`src/rtl/nn_img_pkg.sv`:
```
// Shared image/pooling constants and types for the mask-to-NN feature path.
// The frame geometry defaults describe the green-screen mask as the NN expects it.
package nn_img_pkg;

    localparam int IMG_H = 200;
    localparam int IMG_W = 300;
    localparam int POOL  = 10;

    typedef logic mask_t;
    typedef logic [$clog2(POOL*POOL+1)-1:0] tile_cnt_t;

    typedef enum logic {
        ACCUM = 1'b0,
        DRAIN = 1'b1
    } pool_state_e;

endpackage

```
`src/rtl/pool_row_accum.sv`:
```
// Bank of per-tile-column accumulators covering one band of POOL mask rows.
// snap shows every count including the bit being added this cycle, so a snapshot and a clear can share an edge.
module pool_row_accum #(
    parameter int TX    = 30,
    parameter int CNT_W = 7,
    parameter int IDX_W = 5
) (
    input  logic                clk,
    input  logic                rst_n,
    input  logic                add_en,
    input  logic [IDX_W-1:0]    add_idx,
    input  logic                add_bit,
    input  logic                clear,
    output logic [TX*CNT_W-1:0] snap
);
    import nn_img_pkg::*;

    mask_t            add_m;
    logic [CNT_W-1:0] acc_q [TX];
    logic [CNT_W-1:0] acc_d [TX];
    logic [CNT_W-1:0] sum   [TX];

    assign add_m = add_bit;

    always_comb begin
        snap = '0;
        for (int k = 0; k < TX; k++) begin
            sum[k] = acc_q[k];
            if (add_en && add_m && (add_idx == IDX_W'(k))) begin
                sum[k] = acc_q[k] + CNT_W'(1);
            end
            acc_d[k] = clear ? '0 : sum[k];
            snap[k*CNT_W +: CNT_W] = sum[k];
        end
    end

    always_ff @(posedge clk or negedge rst_n) begin
        if (!rst_n) begin
            acc_q <= '{default: '0};
        end else begin
            acc_q <= acc_d;
        end
    end

endmodule

```
`src/rtl/mask_pool_reader.sv`:
```
// Pools the green-screen foreground mask into POOLxPOOL tile counts and streams them to the NN loader.
// One band of rows is accumulated while the previous band's counts drain from a snapshot buffer.
module mask_pool_reader #(
    parameter int IMG_H = 200,
    parameter int IMG_W = 300,
    parameter int POOL  = 10
) (
    input  logic                                clk,
    input  logic                                rst_n,
    input  logic                                s_valid,
    output logic                                s_ready,
    input  logic                                s_bit,
    input  logic                                s_last,
    output logic                                m_valid,
    input  logic                                m_ready,
    output logic [$clog2(POOL*POOL+1)-1:0]      m_count,
    output logic [$clog2(IMG_W/POOL)-1:0]       m_tx,
    output logic [$clog2(IMG_H/POOL)-1:0]       m_ty,
    output logic                                m_last,
    output logic                                frame_err
);
    import nn_img_pkg::*;

    localparam int CNT_W = $clog2(POOL*POOL+1);
    localparam int TX    = IMG_W / POOL;
    localparam int TY    = IMG_H / POOL;
    localparam int TXW   = $clog2(TX);
    localparam int TYW   = $clog2(TY);
    localparam int PSW   = $clog2(POOL);

    pool_state_e      state_q, state_d;
    logic [PSW-1:0]   col_sub_q, col_sub_d;
    logic [TXW-1:0]   tile_col_q, tile_col_d;
    logic [PSW-1:0]   row_sub_q, row_sub_d;
    logic [TYW-1:0]   tile_row_q, tile_row_d;
    logic [TXW-1:0]   beat_q, beat_d;
    logic [TYW-1:0]   oty_q, oty_d;
    logic [CNT_W-1:0] obuf_q [TX];
    logic [CNT_W-1:0] obuf_d [TX];
    logic             frame_err_q, frame_err_d;

    mask_t               pix_bit;
    logic [TX*CNT_W-1:0] snap;
    logic                at_col_end;
    logic                at_group_end;
    logic                at_frame_end;
    logic                drain_done;
    logic                accept;
    logic                early_last;
    logic                group_end;

    assign pix_bit = s_bit;

    pool_row_accum #(
        .TX    (TX),
        .CNT_W (CNT_W),
        .IDX_W (TXW)
    ) u_accum (
        .clk     (clk),
        .rst_n   (rst_n),
        .add_en  (accept),
        .add_idx (tile_col_q),
        .add_bit (pix_bit),
        .clear   (group_end || early_last),
        .snap    (snap)
    );

    // Handshake qualification: the band-closing pixel waits only if the old band is still draining.
    always_comb begin
        at_col_end   = (col_sub_q == PSW'(POOL-1)) && (tile_col_q == TXW'(TX-1));
        at_group_end = at_col_end && (row_sub_q == PSW'(POOL-1));
        at_frame_end = at_group_end && (tile_row_q == TYW'(TY-1));
        drain_done   = (state_q == DRAIN) && m_ready && (beat_q == TXW'(TX-1));
        s_ready      = !((state_q == DRAIN) && at_group_end && !drain_done);
        accept       = s_valid && s_ready;
        early_last   = accept && s_last && !at_frame_end;
        group_end    = accept && at_group_end && !early_last;
        frame_err_d  = accept && (s_last != at_frame_end);
    end

    // Raster position, kept as tile index plus offset inside the tile to avoid dividers.
    always_comb begin
        col_sub_d  = col_sub_q;
        tile_col_d = tile_col_q;
        row_sub_d  = row_sub_q;
        tile_row_d = tile_row_q;
        if (early_last) begin
            col_sub_d  = '0;
            tile_col_d = '0;
            row_sub_d  = '0;
            tile_row_d = '0;
        end else if (accept) begin
            if (col_sub_q == PSW'(POOL-1)) begin
                col_sub_d = '0;
                if (tile_col_q == TXW'(TX-1)) begin
                    tile_col_d = '0;
                    if (row_sub_q == PSW'(POOL-1)) begin
                        row_sub_d  = '0;
                        tile_row_d = (tile_row_q == TYW'(TY-1)) ? '0 : tile_row_q + TYW'(1);
                    end else begin
                        row_sub_d = row_sub_q + PSW'(1);
                    end
                end else begin
                    tile_col_d = tile_col_q + TXW'(1);
                end
            end else begin
                col_sub_d = col_sub_q + PSW'(1);
            end
        end
    end

    // Drain FSM; a band close on the final drain beat reloads the buffer and restarts the drain.
    always_comb begin
        state_d = state_q;
        beat_d  = beat_q;
        oty_d   = oty_q;
        obuf_d  = obuf_q;
        if (drain_done) begin
            state_d = ACCUM;
            beat_d  = '0;
        end else if ((state_q == DRAIN) && m_ready) begin
            beat_d = beat_q + TXW'(1);
        end
        if (group_end) begin
            state_d = DRAIN;
            beat_d  = '0;
            oty_d   = tile_row_q;
            for (int k = 0; k < TX; k++) begin
                obuf_d[k] = snap[k*CNT_W +: CNT_W];
            end
        end
    end

    always_comb begin
        m_valid   = (state_q == DRAIN);
        m_count   = obuf_q[beat_q];
        m_tx      = beat_q;
        m_ty      = oty_q;
        m_last    = m_valid && (beat_q == TXW'(TX-1)) && (oty_q == TYW'(TY-1));
        frame_err = frame_err_q;
    end

    always_ff @(posedge clk or negedge rst_n) begin
        if (!rst_n) begin
            state_q     <= ACCUM;
            col_sub_q   <= '0;
            tile_col_q  <= '0;
            row_sub_q   <= '0;
            tile_row_q  <= '0;
            beat_q      <= '0;
            oty_q       <= '0;
            obuf_q      <= '{default: '0};
            frame_err_q <= 1'b0;
        end else begin
            state_q     <= state_d;
            col_sub_q   <= col_sub_d;
            tile_col_q  <= tile_col_d;
            row_sub_q   <= row_sub_d;
            tile_row_q  <= tile_row_d;
            beat_q      <= beat_d;
            oty_q       <= oty_d;
            obuf_q      <= obuf_d;
            frame_err_q <= frame_err_d;
        end
    end

endmodule

```
`config.mk`:
```
export PLATFORM = sky130hd
export DESIGN_NAME = mask_pool_reader
export DESIGN_NICKNAME = d
export VERILOG_FILES = /design/src/rtl/nn_img_pkg.sv /design/src/rtl/pool_row_accum.sv /design/src/rtl/mask_pool_reader.sv
export SDC_FILE = /design/constraint.sdc
export NUM_CORES = 1
export LEC_CHECK = 0
export BUFFER_PORTS_ARGS = -buffer_cell sky130_fd_sc_hd__buf_2
export CAP_MARGIN = 20
export CORE_UTILIZATION = 30
export CTS_CLUSTER_SIZE = 10
export DETAILED_ROUTE_END_ITERATION = 16
export GPL_TIMING_DRIVEN = 0
export PLACE_DENSITY = 0.43
export SYNTH_ARGS = -nofsm -noshare
export SYNTH_HDL_FRONTEND = slang
export SYNTH_SLANG_ARGS = --single-unit
export TNS_END_PERCENT = 5
```
`constraint.sdc`:
```
create_clock -name clk -period 5.1 [get_ports clk]
set_input_delay 0.255 -clock clk [delete_from_list [all_inputs] [get_ports clk]]
set_output_delay 0.255 -clock clk [all_outputs]
set_load 0.02 [all_outputs]
```
[Word level (Yosys, flattened, before mapping)]
Cells that the tools add are included.
Storage, ports and cells
  bits in registers: 450
  input bits: 6
  output and inout port bits: 21
Cells by class
  $add $sub $neg: 35
  $lt $le $gt $ge: 1
  eq/ne operators: 35
  multiplexer cells: 86
  bitwise gates (word level): 1
  reductions and logical operators: 61
Operators with widths (count)
  7-bit 2-to-1 mux: 62
  7-bit by 1-bit adder with 7-bit output (second input constant): 30
  5-bit equality test (second input constant): 17
  5-bit 2-to-1 mux: 13
  1-bit logical AND: 46
  5-bit by 4-bit equality test with 1-bit output (second input constant): 8
  7-bit binary-select mux with 5-bit select: 1
  4-bit 2-to-1 mux: 8
  5-bit by 3-bit equality test with 1-bit output (second input constant): 4
  5-bit by 1-bit adder with 5-bit output (second input constant): 3
  5-bit by 2-bit equality test with 1-bit output (second input constant): 2
  2-bit nonzero test: 5
  4-bit by 1-bit adder with 4-bit output (second input constant): 2
  4-bit equality test (second input constant): 2
  6-bit greater-or-equal comparator (second input constant): 1
  5-bit inverter with 6-bit output: 1
  5-bit by 1-bit equality test with 1-bit output (second input constant): 1
  5-bit zero test: 1
  1-bit zero test: 4
  4-bit AND reduction: 1
  3-bit AND reduction: 1
  3-bit nonzero test: 1
  1-bit 2-to-1 mux: 2
  2-bit AND reduction: 1
  2 further kinds: 2

[Depth between registers and ports, before layout]
Gate-level depths: netlist (run 1).
  depth in word-level cells: 13
  depth in mapped cells: 10
  gate-level depth less buffers: 8

[Cells and area by module]
From an unflattened synthesis (run 1), not the netlist that was laid out.
Second synthesis, totals
  cells, all modules: 1855
  area total of the unflattened synthesis: 23704.0 µm²
Modules (own cells, without submodules)
  mask_pool_reader: instances 1, cells each 758, area an instance 12189.2 µm², sequential area each 6005.8 µm²
  pool_row_accum: instances 1, cells each 1097, area an instance 11514.8 µm², sequential area each 5255.0 µm²

[Worst setup path before layout (run 1)]
OpenSTA, ideal clock, no wires.
  path type: register -> output
  start point: register beat_q[0] (netlist: m_tx[0])
  end point: output port m_count[0]
  arrival: 2.201 ns
  required time: 4.845 ns
  slack: 2.644 ns
  stages on the path, launching flop included: 7
  cell sequence: dfrtp_1 clkbuf_1 buf_4 buf_2 mux4_2 a2111oi_0 nor2_1
Between the ends
  word-level cells in the longest chain between the ends: 4
Ends and longest elaborated chain
  start: declaration: RTL line mask_pool_reader.sv:36  | logic [TXW-1:0] beat_q, beat_d;
  start signal: assignment: RTL line mask_pool_reader.sv:160  | beat_q <= beat_d;
  5-bit inverter with 6-bit output (implied by the code): RTL line mask_pool_reader.sv:136  | m_count = obuf_q[beat_q];
  7-bit binary-select mux with 5-bit select: RTL line mask_pool_reader.sv:136
  7-bit 2-to-1 mux (implied by the code) (2 in series): RTL line mask_pool_reader.sv:136
  end: declaration: RTL line mask_pool_reader.sv:16  | output logic [$clog2(POOL*POOL+1)-1:0] m_count,
Every way passes these cells. The select of a mux whose other input is x is not followed.

[Final worst setup path (run 1)]
Same ends and word-level chain as after synthesis.

==> results of run 1 <==
-- layout make-up --
class                   count  area, um2  share of cell area
diodes                      1      2.502           0.0001063
plain buffers             111      494.2             0.02100
clock buffers              75       1490             0.06332
clock inverters             2      21.27           0.0009038
inverters                  22      82.58            0.003509
multi-input cells        1417       8842              0.3757
flip-flops and latches    450      11260              0.4785
well taps                 873       1092             0.04641
repair buffers             31      247.7             0.01053
-- metal layers --
metal | wire length [um] | part of all wire
met1 | 29570 | 0.48
met2 | 28670 | 0.46
met3 | 2148 | 0.035
met4 | 1638 | 0.026
met5 | 0 | 0
-- cell usage after synthesis, types with 3 or more instances --
library cell / n / area share
sky130_fd_sc_hd__a2111oi_0: 6 / 0.0025
sky130_fd_sc_hd__dfrtp_1: 450 / 0.54
sky130_fd_sc_hd__and3_1: 24 / 0.0073
sky130_fd_sc_hd__nor2b_1: 4 / 0.0012
sky130_fd_sc_hd__nor2_1: 272 / 0.049
sky130_fd_sc_hd__nand2b_1: 5 / 0.0015
sky130_fd_sc_hd__o21ai_0: 140 / 0.034
sky130_fd_sc_hd__o31ai_1: 3 / 0.0011
sky130_fd_sc_hd__nor3_1: 11 / 0.0027
sky130_fd_sc_hd__xnor2_1: 62 / 0.026
sky130_fd_sc_hd__nand3b_1: 3 / 0.0011
sky130_fd_sc_hd__o22ai_1: 6 / 0.0018
sky130_fd_sc_hd__nor4_1: 9 / 0.0027
sky130_fd_sc_hd__o21ai_1: 103 / 0.025
sky130_fd_sc_hd__and4_1: 4 / 0.0017
sky130_fd_sc_hd__mux2i_1: 56 / 0.027
sky130_fd_sc_hd__xor2_1: 122 / 0.052
sky130_fd_sc_hd__nand4b_1: 5 / 0.0021
sky130_fd_sc_hd__and2_1: 6 / 0.0018
sky130_fd_sc_hd__a31oi_1: 5 / 0.0015
sky130_fd_sc_hd__mux4_2: 42 / 0.046
sky130_fd_sc_hd__nand3_1: 31 / 0.0075
sky130_fd_sc_hd__nand2_1: 288 / 0.052
sky130_fd_sc_hd__inv_1: 22 / 0.0040
sky130_fd_sc_hd__buf_2: 50 / 0.012
sky130_fd_sc_hd__a211oi_1: 11 / 0.0040
sky130_fd_sc_hd__ha_1: 42 / 0.025
sky130_fd_sc_hd__nand4_1: 102 / 0.031
sky130_fd_sc_hd__clkbuf_1: 45 / 0.0082
sky130_fd_sc_hd__a21oi_1: 24 / 0.0058
sky130_fd_sc_hd__buf_1: 13 / 0.0024
sky130_fd_sc_hd__a2111oi_2: 3 / 0.0022
-- how the worst max path moves through the flow --
stage	end	slack [ns]	from	depth (start not counted)
floorplan	m_count[0]	2.64	m_tx[0]$_DFFE_PN0P_	6
global placement	u_accum.acc_q[31]$_DFF_PN0_	-5.76	rst_n	1
detailed placement	m_count[1]	1.52	m_tx[0]$_DFFE_PN0P_	9
CTS	m_count[1]	0.85	m_tx[0]$_DFFE_PN0P_	9
global route	m_count[2]	0.66	m_tx[0]$_DFFE_PN0P_	9
finish	m_count[0]	0.87	m_tx[0]$_DFFE_PN0P_	9
-- cell usage in the layout (no fill, tap or decap), types with 54 or more instances in the layout --
master                      Yosys  final
sky130_fd_sc_hd__dfrtp_1      450    450
sky130_fd_sc_hd__nand4_1      102    102
sky130_fd_sc_hd__clkbuf_1      45     60
sky130_fd_sc_hd__mux2i_1       56     56
sky130_fd_sc_hd__nor2_1       272    272
sky130_fd_sc_hd__o21ai_1      103    103
sky130_fd_sc_hd__xor2_1       122    122
sky130_fd_sc_hd__o21ai_0      140    140
sky130_fd_sc_hd__clkbuf_16      0     54
sky130_fd_sc_hd__buf_2         50     75
sky130_fd_sc_hd__xnor2_1       62     62
sky130_fd_sc_hd__nand2_1      288    288
-- stage by stage --
step | setup slack, ns | hold WS, ns | utilization
global route | 0.6588 | 0.1647 | 0.3479
floorplan | 2.644 | -0.04059 | -
global placement | -5.756 | 0.4613 | 0.3238
detailed placement | 1.522 | 0.4244 | 0.3254
CTS | 0.8545 | 0.1119 | 0.3479
finish | 0.8694 | 0.1444 | 0.3480
-- sequential cells by signal, summed over array words and instances, names as in the netlist, 4 cells and up --
register and cells:
tile_col_q 5, row_sub_q 4, m_tx 5, obuf_q 210, u_accum.acc_q 210, m_ty 5
col_sub_q 4, tile_row_q 5
-- worst max-delay path: cells and delay by family, from the launching register on --
| family | cells | cell delay (ns) |
|---|---|---|
| compound gates | 2 | 0.55 |
| flops | 1 | 0.43 |
| mux | 1 | 0.28 |
| buf+inv | 5 | 1.91 |
| simple gates | 1 | 0.18 |
-- power groups by stage --
| stage | clock, uW | sequential [uW] | combinational, uW |
|---|---|---|---|
| 2_1_floorplan | 0 | 3670 | 70.4 |
| 3_3_place_gp | 0 | 3670 | 191 |
| 3_5_place_dp | 0 | 3670 | 203 |
| 4_1_cts | 3560 | 3600 | 204 |
| 5_1_grt | 3690 | 3610 | 223 |
| 6_report | 3460 | 3610 | 196 |
-- cells by family (layout without fill, tap and decap cells) --
group	Yosys count	in the layout
other	0	1
adder cells (fa/ha/maj)	42	42
multiplexers	99	99
buffers and inverters	133	241
flip-flops	450	450
XOR/XNOR	184	184
AND/OR/NAND/NOR	777	777
AO/OA/AOI/OAI	315	315
-- repair_timing --
item                                   4_1_cts  5_1_grt
endpoints found under the hold margin      113        0
setup buffers                                0        0
hold buffers                                 1        0
==> impl_metrics.yaml, run 1 <==
run_status:
  run_status: "finished, final reports clean"
synth:
  syn_area_um2: 20680
  async_flop_share: 1.000
  synth_seq_cells: 450
  synth_edf_count: 0
  synth_simple_gate_area_frac: 0.1674
  post_synth_xor_area_fraction: 0.07793
  adder_cell_share_of_the_synthesized_area: 0.02541
  synth.avg_cell_area_um2: 10.34
  syn-instance-count: 2000
  share_of_the_yosys_chip_area_belonging_to_registers: 0.5445
  synth_compound_gate_area_share: 0.08349
  synthMuxAreaShare: 0.07339
  dominant_combinational_cell_family_by_area_after_synthesis: "simple AND/OR/NAND/NOR gates"
  mappedNetlistNets: 2048
  yosys_warnings: 0
  synthDistinctLibCells: 56
  yosys_most_used_dff: "sky130_fd_sc_hd__dfrtp_1"
detailed_routing:
  route.detailed.wl_per_inst_um: 20.80
  avgViaCountPerCell: 5.062
  drtPass1Iterations: 5
  antenna_left: 0
  number_of_vias_in_the_routed_layout: 15100
  detail_route.drc_violations: 0
  detail_route.wirelength_um: 62030
  drt-initial-drc-count: 886
power:
  design_power_total_uw: 7263
  total_leakage_power_uw: 0.01027
  comb_power_share: 0.027
  power.switching_fraction: 0.2267
  internal-power_uw: 5617
  pwr-share-seq: 0.496
  pwr-share-clk: 0.477
  p_switching_uw: 1646
  ir_drop_uv: 207.5
  total_power_per_unit_cell_area_nw_per_um2: 308.6
timing:
  min_period_ns: 4.231
  timing.fmax_mhz: 236.4
  finalMaxSlewViolations: 0
  finalClockSkew_ns: 0.02975
  timing_worst_slew_pin_value_ns: 1.149
  worst_slew_margin_relative_to_its_limit: 0.2342
  finalSetupViolations: 0
  report.final.hold_viol_count: 0
  rsz_0062_raised_after_global_routing: "false"
  final_setup_tns_ns: 0
  min_period_over_period: 0.8295
placed_design:
  dp.cells: 2903
  dpl.hpwl_um: 44500
  dpl_cell_area_um2: 22010
  globalplace.congestion: 0.8694
  buffer_ports.inserted: 26
floorplan:
  dieWidth_um: 264.6
  coreArea_um2: 67630
  die_height_um: 264.6
  fp.dieArea_um2: 69990
  std_cell_rows: 95
  num_io_pins: 27
  initial_utilization: 0.3058
grt:
  grt.busiest_layer: "met2"
  grt_max_degree: 118
  grt_use_met1: 0.2539
  grt.met2_usage: 0.2878
  overflow: 0
  grt_pass1_wl_um: 95340
  groute.usage.overall: 0.1796
  antenna_found_initial: 1
  vias_in_the_first_global_route: 15250
  global_route.usage.met3: 0.02081
hold_path:
  min-delay-path-class: "in -> reg"
  endpoint_worst_hold: "m_tx[2]$_DFFE_PN0P_"
  min-delay-start: "m_ready"
  hold_depth: 4
setup_path:
  cp_data_arrival_time_ns: 3.98
  cp-start-kind: "register"
  timing.critical_path.mode_cell: "sky130_fd_sc_hd__buf_2"
  critPathSlowestCell: "sky130_fd_sc_hd__buf_2"
  critical_path_class: "reg -> out"
  worst_r2r_path_depth: 8
  critPathMaxFanout: 10
  end_kind: "output pin"
  critPathMaxStageDelay_ns: 0.54
  r2r-end: "u_accum.acc_q[22]$_DFF_PN0_"
  timing.critical_path.cells: "clkbuf_1, buf_2, buf_2, buf_2, mux2i_1, o21ai_0, a211oi_1, nor2_1, buf_2"
  worst-endpoint-required_ns: 4.85
  timing.reg2reg.setup_slack_ns: 1.62
  crit-reg2reg-launch: "m_tx[1]$_DFFE_PN0P_"
final_layout:
  final_cells: 2982
  synthToLayoutAreaGrowth_pct: 13.80
  fin_area_um2: 23530
  finalNetCount: 2134
  fillCellCount: 6775
  drive_gt1_frac: 0.09298
clock_tree:
  ctsRootBufferMaster: "sky130_fd_sc_hd__clkbuf_16"
  ctsResizeCount: 0
  cts.clk_slew.worst_paths_ns: 0.06
  insertion_delay_ns: 0.60
  max-clock-path-buffers: 3
  cts_num_sinks: 450
  cts_tree: "yes"
  cts-buffers-inserted: 53
  cts-htree-levels: 2
flow_run:
  max_cap_violations: 0
Note: power is estimated with default switching activity, not from simulation.
==> run 2: changes to the inputs <==
--- a/config.mk
+++ b/config.mk
@@ -5,13 +5,14 @@
 export SDC_FILE = /design/constraint.sdc
 export NUM_CORES = 1
 export LEC_CHECK = 0
+export ABC_AREA = 1
 export BUFFER_PORTS_ARGS = -buffer_cell sky130_fd_sc_hd__buf_2
 export CAP_MARGIN = 20
 export CORE_UTILIZATION = 30
 export CTS_CLUSTER_SIZE = 10
 export DETAILED_ROUTE_END_ITERATION = 16
 export GPL_TIMING_DRIVEN = 0
-export PLACE_DENSITY = 0.43
+export PLACE_DENSITY = 0.44
 export SYNTH_ARGS = -nofsm -noshare
 export SYNTH_HDL_FRONTEND = slang
 export SYNTH_SLANG_ARGS = --single-unit
==> constraint.sdc (replaced) <==
create_clock -name clk -period 3.6 [get_ports clk]
set_input_delay 0.18 -clock clk [delete_from_list [all_inputs] [get_ports clk]]
set_output_delay 0.18 -clock clk [all_outputs]
set_load 0.02 [all_outputs]
==> impl_metrics.yaml, run 2 <==
synth:
  share_of_the_yosys_chip_area_belonging_to_registers: 0.4754
  synth_area_leaders: "sky130_fd_sc_hd__dfrtp_1 (48%), sky130_fd_sc_hd__nand2_1 (16%), sky130_fd_sc_hd__o21ai_0 (5.4%), sky130_fd_sc_hd__xor2_1 (4.3%), sky130_fd_sc_hd__and2_1 (4.0%)"
  mappedNetlistNets: 3043
  netlist_top_cells_count: "sky130_fd_sc_hd__nand2_1 (1,037), sky130_fd_sc_hd__dfrtp_1 (450), sky130_fd_sc_hd__o21ai_0 (255)"
  synth_top_cell_by_area: "sky130_fd_sc_hd__dfrtp_1"
  synthDistinctLibCells: 38
  syn_area_um2: 23690
  syn-instance-count: 2995
  synth_seq_cells: 450
  yosys_warnings: 0
  synth.most_common_cell: "sky130_fd_sc_hd__nand2_1"
  synth_edf_count: 0
  synth.avg_cell_area_um2: 7.909
  yosys_most_used_dff: "sky130_fd_sc_hd__dfrtp_1"
  synth_top_cell_area_share: 0.4754
  async_flop_share: 1.000
final_layout:
  antenna_cells: 0
  finish.utilization: 0.3469
  top_library_cells_by_usage_in_the_layout_fill_and_taps_aside: "sky130_fd_sc_hd__nand2_1 (1,037), sky130_fd_sc_hd__dfrtp_1 (450), sky130_fd_sc_hd__o21ai_0 (255)"
  finalNetCount: 3132
  synthToLayoutAreaGrowth_pct: 13.99
  fin_area_um2: 27000
  drive_gt1_frac: 0.07826
  regs_by_ff_count: "obuf_q x210, u_accum.acc_q x210"
  layout_commonest_cell: "sky130_fd_sc_hd__nand2_1"
clock_tree:
  cts_tree: "yes"
  cts.repair_timing.setup_buffer_count: 0
  insertion_delay_ns: 0.63
  cts-buffers-inserted: 56
  cts-htree-levels: 2
  ctsRootBufferMaster: "sky130_fd_sc_hd__clkbuf_16"
  max-clock-path-buffers: 3
  cts.clk_slew.worst_paths_ns: 0.06
  cts_num_sinks: 450
floorplan:
  coreArea_um2: 77850
  die_height_um: 283.0
  std_cell_rows: 102
  num_io_pins: 27
  initial_utilization: 0.3043
  fp.dieArea_um2: 80090
  dieWidth_um: 283.0
placed_design:
  dpl.hpwl_um: 59820
  buffer_ports.inserted: 25
  globalplace.congestion: 0.9040
  dpl_cell_area_um2: 25230
detailed_routing:
  avgViaCountPerCell: 4.880
  detail_route.wirelength_um: 82440
  route.detailed.wl_per_inst_um: 19.83
  detail_route.drc_violations: 0
  antenna_left: 0
  drtPass1Iterations: 7
  drt-initial-drc-count: 1595
  number_of_vias_in_the_routed_layout: 20290
timing:
  final_setup_tns_ns: 0
  finalClockSkew_ns: 0.04002
  rsz_0062_raised_after_global_routing: "true"
  min_period_ns: 3.488
  worst_slew_margin_relative_to_its_limit: 0.2923
  timing.fmax_mhz: 286.7
  finalSetupViolations: 0
  timing_worst_slew_pin_value_ns: 1.062
  finalMaxSlewViolations: 0
  min_period_over_period: 0.9689
  report.final.hold_viol_count: 0
setup_path:
  critPathMaxFanout: 10
  end_kind: "output pin"
  cp-start-kind: "register"
  timing.critical_path.mode_cell: "sky130_fd_sc_hd__clkbuf_2"
  crit_family: "buffers and inverters"
  critPathMaxStageDelay_ns: 0.45
  critPathSlowestCell: "sky130_fd_sc_hd__dfrtp_1"
  cp_data_arrival_time_ns: 3.31
  timing.critical_path.cells: "clkbuf_2, inv_2, clkbuf_2, clkbuf_2, nand2_1, a21oi_1, nor3_1, nand3_1, nand2_1, inv_1, buf_2"
  critical_path_class: "reg -> out"
  crit_buf_inv: 6
  worst-endpoint-required_ns: 3.42
hold_path:
  min-delay-path-class: "in -> reg"
grt:
  groute.usage.overall: 0.2060
  grt_max_degree: 103
  grt_pass1_wl_um: 125500
  antenna_found_initial: 3
  overflow: 0
  vias_in_the_first_global_route: 19940
power:
  ir_drop_uv: 417.3
  total_power_per_unit_cell_area_nw_per_um2: 539.3
  total_leakage_power_uw: 0.01317
run_status:
  run_status: "finished, final reports clean"
flow_run:
  max_cap_violations: 0
-- run 2: timing repair --
action                                  in CTS  in global routing
hold buffers                                 2                  0
endpoints found under the hold margin       90                  0
resized for setup                           38                 15
endpoints found under the setup margin     439                244
gates cloned                                 0                  0
pin swaps                                    0                  0
-- run 2: worst paths after layout --
path | start | endpoint | slack, ns | depth (start not counted)
setup / recovery | m_tx[0]$_DFFE_PN0P_ | m_count[1] | 0.11 | 11
hold / removal | m_ready | m_valid$_DFFE_PN0P_ | 0.05 | 4
setup reg to reg | m_tx[1]$_DFFE_PN0P_ | u_accum.acc_q[204]$_DFF_PN0_ | 0.18 | 14
hold reg to reg | obuf_q[86]$_DFFE_PN0N_ | obuf_q[86]$_DFFE_PN0N_ | 0.47 | 2
max in group asynchronous | rst_n | u_accum.acc_q[60]$_DFF_PN0_ | 1.97 | 4
min in group asynchronous | rst_n | u_accum.acc_q[187]$_DFF_PN0_ | 0.17 | 2
-- run 2: final cells by class --
cell class	instances	area, um2
tap	1040	1301
timing repair buffer	31	265.3
multi-input combinational	2253	11140
inverter	130	493.0
sequential	450	11260
clock inverter	10	65.06
buffer	162	879.6
clock buffer	82	1599
fill	8261	50850
-- run 2: tightest hold or removal path, cell delays in order --
cell and delay [ns]:
sky130_fd_sc_hd__buf_2 0.14, sky130_fd_sc_hd__a21oi_2 0.11, sky130_fd_sc_hd__inv_1 0.09, sky130_fd_sc_hd__nand2_1 0.09
-- run 2: cell families after synthesis --
logic type                 Yosys count  synth area share
AOI/OAI and AO/OA                  328           0.07369
xor gates and xnor gates           160           0.05916
adders and majority gates           42           0.02218
buffers and inverters              292           0.05483
DFF                                450            0.4754
and+or+nand+nor                   1723            0.3148
-- run 2: where the power goes --
group | total [uW] | internal (uW) | switching [uW]
registers | 5370 | 5190 | 179
logic | 3910 | 976 | 2930
clock network | 5280 | 3030 | 2250
-- run 2: routing by layer --
layer  global-route usage  wire length (um)  part of all wire
met3              0.03116              4102             0.050
met5                    0                 0                 0
met4              0.06467              2303             0.028
met1               0.2911             38960              0.47
met2               0.3222             37070              0.45
-- run 2: metrics by stage --
| stage | hold slack [ns] | worst slack (ns) | total power, uW | instances |
|---|---|---|---|---|
| final | 0.05438 | 0.1121 | 14560 | 4158 |
| after global routing | 0.04009 | 0.0006630 | 15170 | 4158 |
| after CTS | 0.01342 | 0.01344 | 14640 | 4158 |
| after detailed placement | 0.2775 | -0.6098 | 9258 | 4064 |
| after global placement | 0.4581 | -7.513 | 9236 | 4060 |
| after floorplan | -0.1156 | 1.235 | 7428 | 2995 |
==> run 3: changes to the inputs <==
--- a/config.mk
+++ b/config.mk
@@ -5,7 +5,6 @@
 export SDC_FILE = /design/constraint.sdc
 export NUM_CORES = 1
 export LEC_CHECK = 0
-export ABC_AREA = 1
 export BUFFER_PORTS_ARGS = -buffer_cell sky130_fd_sc_hd__buf_2
 export CAP_MARGIN = 20
 export CORE_UTILIZATION = 30
==> impl_metrics.yaml, run 3 (synthesis gave the netlist of run 1 again) <==
timing:
  setup_ws_ns: -0.002689
  rsz_0062_raised_after_global_routing: "true"
  timing.fmax_mhz: 277.6
  report.final.hold_viol_count: 0
  min_period_ns: 3.603
  min_period_over_period: 1.001
  whs_ns: 0.04781
  finalMaxSlewViolations: 0
  timing_worst_slew_pin_value_ns: 0.9846
  finalSetupViolations: 1
  final_setup_tns_ns: -0.002689
  worst_slew_margin_relative_to_its_limit: 0.3436
  finalClockSkew_ns: 0.02104
grt:
  grt_pass1_wl_um: 94990
  groute.usage.overall: 0.1781
  grt_max_degree: 117
  antenna_found_initial: 1
  vias_in_the_first_global_route: 15300
  overflow: 0
setup_path:
  critPathMaxFanout: 10
  cp_data_arrival_time_ns: 3.42
  cp-start-kind: "register"
  worst-endpoint-required_ns: 3.42
  critical_path_class: "reg -> out"
  end_kind: "output pin"
power:
  pwr-share-clk: 0.474
  total_leakage_power_uw: 0.01031
  p_switching_uw: 2333
  internal-power_uw: 7908
  power.switching_fraction: 0.2278
  design_power_total_uw: 10240
  ir_drop_uv: 272.7
  comb_power_share: 0.027
  pwr-share-seq: 0.499
  total_power_per_unit_cell_area_nw_per_um2: 433.7
final_layout:
  finalNetCount: 2134
  layout_commonest_cell: "sky130_fd_sc_hd__dfrtp_1"
  fin_area_um2: 23610
  fillCellCount: 6771
  drive_gt1_frac: 0.1002
  synthToLayoutAreaGrowth_pct: 14.18
  top_library_cells_by_usage_in_the_layout_fill_and_taps_aside: "sky130_fd_sc_hd__dfrtp_1 (450), sky130_fd_sc_hd__nand2_1 (288), sky130_fd_sc_hd__nor2_1 (272)"
  regs_by_ff_count: "obuf_q x210, u_accum.acc_q x210"
placed_design:
  dpl.hpwl_um: 44150
  preCtsSetupSlack_ns: -0.5194
  dpl_cell_area_um2: 22020
  globalplace.congestion: 0.8533
  buffer_ports.inserted: 26
detailed_routing:
  drt-initial-drc-count: 1074
  detail_route.wirelength_um: 61190
  detail_route.drc_violations: 0
  drtPass1Iterations: 5
  avgViaCountPerCell: 5.016
  antenna_left: 0
  route.detailed.wl_per_inst_um: 20.53
  number_of_vias_in_the_routed_layout: 14950
clock_tree:
  ctsRootBufferMaster: "sky130_fd_sc_hd__clkbuf_16"
  cts.clk_slew.worst_paths_ns: 0.06
  cts-buffers-inserted: 53
  cts.repair_timing.setup_buffer_count: 0
  cts_tree: "yes"
  cts-htree-levels: 2
  max-clock-path-buffers: 3
  insertion_delay_ns: 0.61
  cts_num_sinks: 450
run_status:
  run_status: "complete, but fails checks"
  violations: "negative setup slack"
floorplan:
  initial_utilization: 0.3058
  std_cell_rows: 95
  num_io_pins: 27
  die_height_um: 264.6
  dieWidth_um: 264.6
  fp.dieArea_um2: 69990
  coreArea_um2: 67630
flow_run:
  max_cap_violations: 0
hold_path:
  min-delay-path-class: "in -> reg"
==> run 3: cell types whose count changed in the layout (fill, tap and decap cells not counted), moves of 24 or more <==
cell,change
sky130_fd_sc_hd__inv_1,-102
sky130_fd_sc_hd__clkbuf_2,-25
sky130_fd_sc_hd__o211ai_1,-27
sky130_fd_sc_hd__nand2_1,-749
sky130_fd_sc_hd__o21ai_0,-115
sky130_fd_sc_hd__o21ai_1,+100
sky130_fd_sc_hd__and3_1,+24
sky130_fd_sc_hd__mux2i_1,+55
sky130_fd_sc_hd__nand3b_1,-28
sky130_fd_sc_hd__nor2_1,+47
sky130_fd_sc_hd__and2_1,-144
sky130_fd_sc_hd__mux4_2,+42
sky130_fd_sc_hd__nand3_1,-146
==> run 3: power by group through the flow <==
| stage | Clock [uW] | Sequential (uW) | Combinational [uW] |
|---|---|---|---|
| 6_report | 4860 | 5110 | 276 |
| 5_1_grt | 5220 | 5110 | 315 |
| 4_1_cts | 5010 | 5100 | 287 |
| 3_5_place_dp | 0 | 5200 | 286 |
| 3_3_place_gp | 0 | 5200 | 265 |
| 2_1_floorplan | 0 | 5190 | 99.7 |
==> run 3: cell type report <==
class	instances	area (um2)	area share
clock buffer	71	1454	0.06158
timing repair buffer	31	260.3	0.01102
tap	873	1092	0.04626
buffer	111	536.8	0.02273
sequential	450	11260	0.4769
inverter	22	82.58	0.003497
clock inverter	4	27.53	0.001166
antenna	1	2.502	0.0001060
multi-input combinational	1417	8895	0.3767
==> run 3: timing repair <==
item                                    CTS  global route
hold endpoints to repair                 70             0
hold buffers                              1             0
gates resized for setup                  24            10
endpoints found under the setup margin    7            31
==> run 3: path summary, 6_finish.rpt <==
path | startpoint | to | slack (ns) | depth (start not counted)
worst max-delay path | m_tx[1]$_DFFE_PN0P_ | m_count[5] | -0.003 | 8
worst min-delay path | m_ready | m_tx[1]$_DFFE_PN0P_ | 0.05 | 3
worst max register to register | tile_col_q[1]$_DFFE_PN0P_ | obuf_q[96]$_DFFE_PN0N_ | 0.37 | 9
worst min register to register | obuf_q[82]$_DFFE_PN0N_ | obuf_q[82]$_DFFE_PN0N_ | 0.48 | 2
max in group asynchronous | rst_n | u_accum.acc_q[117]$_DFF_PN0_ | 2.13 | 4
min in group asynchronous | rst_n | u_accum.acc_q[73]$_DFF_PN0_ | 0.15 | 2
==> run 3: worst max-delay path: stages, from the launching register on <==
cell and delay [ns]:
sky130_fd_sc_hd__dfrtp_1 0.48, sky130_fd_sc_hd__buf_2 0.33, sky130_fd_sc_hd__buf_4 0.34, sky130_fd_sc_hd__mux4_2 0.36, sky130_fd_sc_hd__mux2i_1 0.43, sky130_fd_sc_hd__nor2_1 0.08
sky130_fd_sc_hd__a211oi_1 0.39, sky130_fd_sc_hd__nor2_1 0.18, sky130_fd_sc_hd__buf_2 0.20
==> run 3: metrics by stage <==
| stage | std cells | utilization |
|---|---|---|
| final | 2980 | 0.3491 |
| after global routing | 2979 | 0.3491 |
| after CTS | 2979 | 0.3487 |
| after detailed placement | 2903 | 0.3256 |
| after global placement | 2899 | 0.3238 |
| after floorplan | 2000 | - |
==> run 3: metal layers <==
metal	vias to the layer above	global-route usage	part of all wire
li1	7074	-	-
met1	7574	0.2518	0.48
met2	217	0.2864	0.46
met3	83	0.02350	0.030
met4	0	0.04730	0.021
met5	-	0	0
